<file path="config.mk">
export PLATFORM = sky130hd
export DESIGN_NAME = control_sequencer
export DESIGN_NICKNAME = d
export VERILOG_FILES = /design/src/rtl/control_sequencer.sv
export SDC_FILE = /design/constraint.sdc
export NUM_CORES = 1
export LEC_CHECK = 0
export BUFFER_PORTS_ARGS = -buffer_cell sky130_fd_sc_hd__buf_2
export CAP_MARGIN = 20
export CORE_MARGIN = 3
export CORE_UTILIZATION = 39
export CTS_CLUSTER_DIAMETER = 60
export DETAILED_ROUTE_END_ITERATION = 12
export PLACE_DENSITY = 0.62
export SLEW_MARGIN = 20
export SYNTH_ARGS = -nofsm -noshare
export SYNTH_HDL_FRONTEND = slang
export SYNTH_SLANG_ARGS = --single-unit
</file>
<file path="constraint.sdc">
create_clock -name clk -period 1.9 [get_ports clk]
set_input_delay 0.57 -clock clk [delete_from_list [all_inputs] [get_ports clk]]
set_output_delay 0.57 -clock clk [all_outputs]
set_load 0.02 [all_outputs]
</file>
<file path="src/rtl/control_sequencer.sv">
// rtl/control_sequencer.sv - instruction fetch/decode sequencer driving Y-register bus controller strobes
module control_sequencer #(
    parameter int PC_W = 8
) (
    input  logic            clk,
    input  logic            rst,
    input  logic            start,
    input  logic [7:0]      instr,
    input  logic            z_flag,
    output logic            iram_rd,
    output logic [PC_W-1:0] pc,
    output logic            read,
    output logic            DR_out,
    output logic [2:0]      reg_addr,
    output logic            y_we,
    output logic            ac_load,
    output logic            dram_rd,
    output logic            dram_wr,
    output logic            dr_load,
    output logic            alu_en,
    output logic [2:0]      alu_op,
    output logic            busy,
    output logic            done,
    output logic            illegal
);

    localparam logic [3:0] OP_NOP   = 4'h0;
    localparam logic [3:0] OP_RDY   = 4'h1;
    localparam logic [3:0] OP_WRY   = 4'h2;
    localparam logic [3:0] OP_LDDR  = 4'h3;
    localparam logic [3:0] OP_STDR  = 4'h4;
    localparam logic [3:0] OP_DROUT = 4'h5;
    localparam logic [3:0] OP_ALU   = 4'h6;
    localparam logic [3:0] OP_JMP   = 4'h7;
    localparam logic [3:0] OP_JMPZ  = 4'h8;
    localparam logic [3:0] OP_HALT  = 4'hF;

    typedef enum logic [2:0] {
        S_IDLE,
        S_FETCH,
        S_WAIT,
        S_EXEC,
        S_MEM,
        S_OPWAIT,
        S_HALT
    } state_t;

    state_t          state_q, state_d;
    logic [PC_W-1:0] pc_q, pc_d;
    logic [7:0]      ir_q, ir_d;
    logic            illegal_q, illegal_d;

    logic [3:0]      opcode;
    logic [2:0]      operand;
    logic            op_undefined;
    logic [PC_W-1:0] pc_inc;
    logic            unused_ir_bit;

    assign opcode        = ir_q[7:4];
    assign operand       = ir_q[2:0];
    assign unused_ir_bit = ir_q[3];
    assign pc_inc        = pc_q + PC_W'(1);

    // opcodes 0x9..0xE have no meaning and are flagged as illegal
    assign op_undefined = (opcode >= 4'h9) && (opcode <= 4'hE);

    // state, program counter, instruction register and sticky illegal flag
    always_ff @(posedge clk) begin
        if (rst) begin
            state_q   <= S_IDLE;
            pc_q      <= '0;
            ir_q      <= 8'h00;
            illegal_q <= 1'b0;
        end else begin
            state_q   <= state_d;
            pc_q      <= pc_d;
            ir_q      <= ir_d;
            illegal_q <= illegal_d;
        end
    end

    // next-state and register update logic
    always_comb begin
        state_d   = state_q;
        pc_d      = pc_q;
        ir_d      = ir_q;
        illegal_d = illegal_q;
        case (state_q)
            S_IDLE, S_HALT: begin
                if (start) begin
                    pc_d      = '0;
                    illegal_d = 1'b0;
                    state_d   = S_FETCH;
                end
            end
            S_FETCH: begin
                state_d = S_WAIT;
            end
            S_WAIT: begin
                ir_d    = instr;
                pc_d    = pc_inc;
                state_d = S_EXEC;
            end
            S_EXEC: begin
                if (op_undefined) begin
                    illegal_d = 1'b1;
                end
                case (opcode)
                    OP_LDDR:         state_d = S_MEM;
                    OP_JMP, OP_JMPZ: state_d = S_OPWAIT;
                    OP_HALT:         state_d = S_HALT;
                    default:         state_d = S_FETCH;
                endcase
            end
            S_MEM: begin
                state_d = S_FETCH;
            end
            S_OPWAIT: begin
                // the operand byte sits on instr now; a jump not taken skips over it
                if ((opcode == OP_JMP) || z_flag) begin
                    pc_d = PC_W'(instr);
                end else begin
                    pc_d = pc_inc;
                end
                state_d = S_FETCH;
            end
            default: begin
                state_d = S_IDLE;
            end
        endcase
    end

    // output decode from state and IR only, so no input reaches an output combinationally
    always_comb begin
        iram_rd  = 1'b0;
        read     = 1'b0;
        DR_out   = 1'b0;
        reg_addr = 3'd0;
        y_we     = 1'b0;
        ac_load  = 1'b0;
        dram_rd  = 1'b0;
        dram_wr  = 1'b0;
        dr_load  = 1'b0;
        alu_en   = 1'b0;
        alu_op   = 3'd0;
        done     = 1'b0;
        case (state_q)
            S_FETCH: begin
                iram_rd = 1'b1;
            end
            S_EXEC: begin
                case (opcode)
                    OP_NOP: begin
                    end
                    OP_RDY: begin
                        read     = 1'b1;
                        reg_addr = operand;
                        ac_load  = 1'b1;
                    end
                    OP_WRY: begin
                        // bus left undriven by Y/DR so the write source is the other bus master
                        reg_addr = operand;
                        y_we     = 1'b1;
                    end
                    OP_LDDR: begin
                        dram_rd = 1'b1;
                    end
                    OP_STDR: begin
                        dram_wr = 1'b1;
                    end
                    OP_DROUT: begin
                        DR_out  = 1'b1;
                        ac_load = 1'b1;
                    end
                    OP_ALU: begin
                        alu_en = 1'b1;
                        alu_op = operand;
                    end
                    OP_JMP, OP_JMPZ: begin
                        // pc already points at the operand byte
                        iram_rd = 1'b1;
                    end
                    default: begin
                    end
                endcase
            end
            S_MEM: begin
                dr_load = 1'b1;
            end
            S_HALT: begin
                done = 1'b1;
            end
            default: begin
            end
        endcase
    end

    assign pc      = pc_q;
    assign busy    = (state_q != S_IDLE) && (state_q != S_HALT);
    assign illegal = illegal_q;

endmodule

</file>
==> summary.md <==
| Metric | Value |
|---|---|
| Worst-path cell chain | `or4b_4, a311oi_2, buf_4` |
| Setup ws final | `-0.2625 ns` |
| Compound-Gate Fraction of Synth Area | `21.69%` |
| Synth unique cells | `50` |
| Sw Share | `31.98%` |
| Fin nets | `approximately 210` |
| Peak supply drop | `between 200 and 300 µV` |
| CTS buffer count | `3` |
| RSZ-0062 raised after global routing | `true` |
| Drt wl/cell | `16.14 µm` |
| Horiz. Die Dim | `61.73 µm` |
| Register share of total power | `just under 50%` |
| Syn Nets | `153` |
| Top-count cell post-synth | `dfxtp_1` |
| Clk sink count | `19` |
| Layout cell share with drive strength beyond 1 | `52.28%` |
| First-pass GRT wire length | `5.830 mm` |
| Synth top area cells | `dfxtp_1 (31%), mux2i_1 (5.8%), a32oi_1 (4.3%), and2_1 (4.1%), nor2_1 (4.0%)` |
| Crit-path max cell delay | `0.53 ns` |
| DPL Wire Length | `2.652 mm` |
| Dominant cell type by area after synthesis | `dfxtp_1` |
| DRT Pass-1 Iters | `4` |
| Placed insts | `216` |
| Worst Setup Path Type | `flip-flop to primary output` |
| # DRC | `0` |
| Iteration-0 DRC Markers | `78` |
| Worst Path Required | `around 1.3 ns` |
| Slew @ Worst Pin | `0.3891 ns` |
| Worst hold margin | `0.5039 ns` |
| Layout area overhead | `51.96%` |
| Antenna Nets Post-Route | `0` |
| Max Root-Sink Buffers | `2` |
| Crit end category | `primary output` |
| Via count | `approximately 1300` |
| DIE HEIGHT | `61.73 µm` |
| EDFF count, synth | `0` |
| Final Slew Violations | `0` |
| Crit path buf inv count | `1` |
| Adder-cell share of the synthesized area | `1.033%` |
| Main combinational cell family by area after synthesis | `simple AND/OR/NAND/NOR gates` |
| Slowest cell on crit path | `or4b_4` |
| Rel. slew slack | `74.01%` |
| CP Max Fanout | `5` |
| Clk Latency, worst-skew pair | `0.31 ns` |
| Share of synthesized registers carrying an async set or reset | `0%` |
| Seq cells post-synth | `19` |
| Largest net degree at the start of global routing | `12` |
| Post-synthesis cell count | `140` |
| Root buf cell | `clkbuf_4` |
| Peak Freq | `462.4 MHz` |
| Status | `complete, but fails checks` |
| YS warnings | `0` |
| Seq/Total Area, Yosys | `about a third` |
| CTS clk-pin slew, worst paths | `0.12 ns` |
| Final Hold Fails | `0` |
| Clock network fraction of total power | `24.7%` |
| Maxcap violations | `0` |
| Multiplexer share of the synthesized area | `~5.8%` |
| Initial antenna violation count | `0` |
| Lkg Pwr | `approximately 0.00077 µW` |
| XOR/XNOR Fraction of Synth Area | `around 3.6%` |
| Pint | `608.9 µW` |
| Mean Syn Cell Area | `8.651 µm²` |
| Die area | `3810 µm²` |
| Tcrit/Tclk final | `113.8%` |
| WL final | `3.681 mm` |
| Arrival time at the worst endpoint | `between 1.5 and 2 ns` |
| Tmin final | `2.162 ns` |
| Cell Rows | `19` |
| Yosys top cell area share | `a little under a third` |
| Drt via density | `5.798` |
| Core region area | `2853 µm²` |
| CTS H-Tree Depth | `1` |
| Diodes inserted | `0` |
| TritonCTS clock tree | `built` |
| Mapped cell area | `~1200 µm²` |
| Worst setup SP type | `flip-flop` |
| Post-route insts no fill | `228` |
| RD Place Congestion | `0.8337` |
| Total gr overflow | `0` |
| Starting Density | `42.46%` |
| Total track usage | `20.55%` |
| Final setup TNS | `-2.302 ns` |
| Synth cell count leaders | `dfxtp_1 (19), nor2_1 (13), and2_1 (8)` |
| Comb power frac | `27.2%` |
| Clock Skew | `0.001685 ns` |
| Power Dens Cells | `486.4 nW/µm²` |
| Vias in the first global route | `1257` |
| Top_reg_cell synth | `dfxtp_1` |
| Top Ports | `38` |
| Worst min-delay path class | `primary input to flip-flop` |
| Simple-gate area share of the yosys netlist | `29.86%` |
| Top Family by Delay on Critical Path | `simple AND/OR/NAND/NOR gates` |
| # port buffers | `37` |
| Failing checks | `negative setup slack` |
| Psw | `286.3 µW` |
| Final setup viols | `14` |
## stage by stage
stage	worst slack, ns	utilization, %	cell area [µm²]	power, µW
6_report	-0.2625	64.52	1841	895.2
5_1_grt	-0.3220	64.52	1841	943.3
4_1_cts	-0.2577	61.01	1740	889.7
3_5_place_dp	-0.03003	53.42	1524	627.3
3_3_place_gp	0.002739	53.42	1524	622.7
2_1_floorplan	-0.1679	-	1221	559.1
## worst reg2reg max path: cells and delay by family, from the launching register on
family | cells | cell delay, ns
and+or+nand+nor | 2 | 0.32
buffers and inverters | 2 | 0.39
DFF | 1 | 0.34
AOI/OAI and AO/OA | 2 | 0.55
## kinds of logic after synthesis
group	after synthesis
XOR/XNOR	5
multiplexers	7
AND/OR/NAND/NOR	63
AO/OA/AOI/OAI	30
adder cells (fa/ha/maj)	1
buffers and inverters	15
flip-flops	19
## timing repair
item	CTS	global route
cloned	0	0
hold buffers	0	0
setup buffers	7	1
pin swaps	10	4
setup endpoints to repair	16	17
resized for setup	40	22
## cells in the final DEF, fill, tap and decap left out, types with 3 or more instances in the layout
| cell | netlist | final |
|---|---|---|
| buf_4 | 2 | 28 |
| xor2_1 | 3 | 3 |
| dfxtp_1 | 19 | 14 |
| mux2i_1 | 7 | 7 |
| and2_4 | 0 | 3 |
| buf_6 | 1 | 12 |
| clkbuf_4 | 0 | 3 |
| a32oi_1 | 6 | 6 |
| and2_1 | 8 | 5 |
| inv_1 | 3 | 3 |
| o21ai_0 | 3 | 3 |
| nand4_1 | 4 | 4 |
| dfxtp_2 | 0 | 3 |
| buf_2 | 5 | 24 |
| nor2_1 | 13 | 11 |
| nand2_1 | 7 | 4 |
## worst paths after layout
| kind | startpoint | endpoint | slack (ns) | cells past startpoint |
|---|---|---|---|---|
| max | ir_q[5] | iram_rd | -0.26 | 3 |
| min | instr[6] | pc[6] | 0.50 | 3 |
| min reg2reg | illegal | illegal | 0.56 | 2 |
| max reg2reg | ir_q[7] | pc[2] | 0.21 | 6 |
## sequential cells by signal (all words and copies together), names as in the netlist
name	cells
illegal	1
state_q	3
pc	8
ir_q	7
## cell type report
cell class	count	area, µm²
Clock buffer	3	22.52
Clock inverter	1	5.005
Fill cell	254	1012
Inverter	4	17.52
Multi-Input combinational cell	106	899.6
Sequential cell	19	391.6
Tap cell	31	38.79
Timing Repair Buffer	64	465.4
## routing by layer
metal	up-vias	global-route usage (%)	part of all wire, %
li1	640	-	-
met1	638	26.52	44
met4	0	6.364	1.5
met3	8	2.479	4.0
met5	-	0	0
met2	36	35.72	51
## power groups by stage
stage | clock, µW | sequential [µW] | combinational (µW)
2_1_floorplan | 0 | 433 | 126
3_3_place_gp | 0 | 434 | 189
3_5_place_dp | 0 | 434 | 193
4_1_cts | 230 | 429 | 231
5_1_grt | 249 | 433 | 261
6_report | 221 | 431 | 243
(Power assumes the default switching activity.)
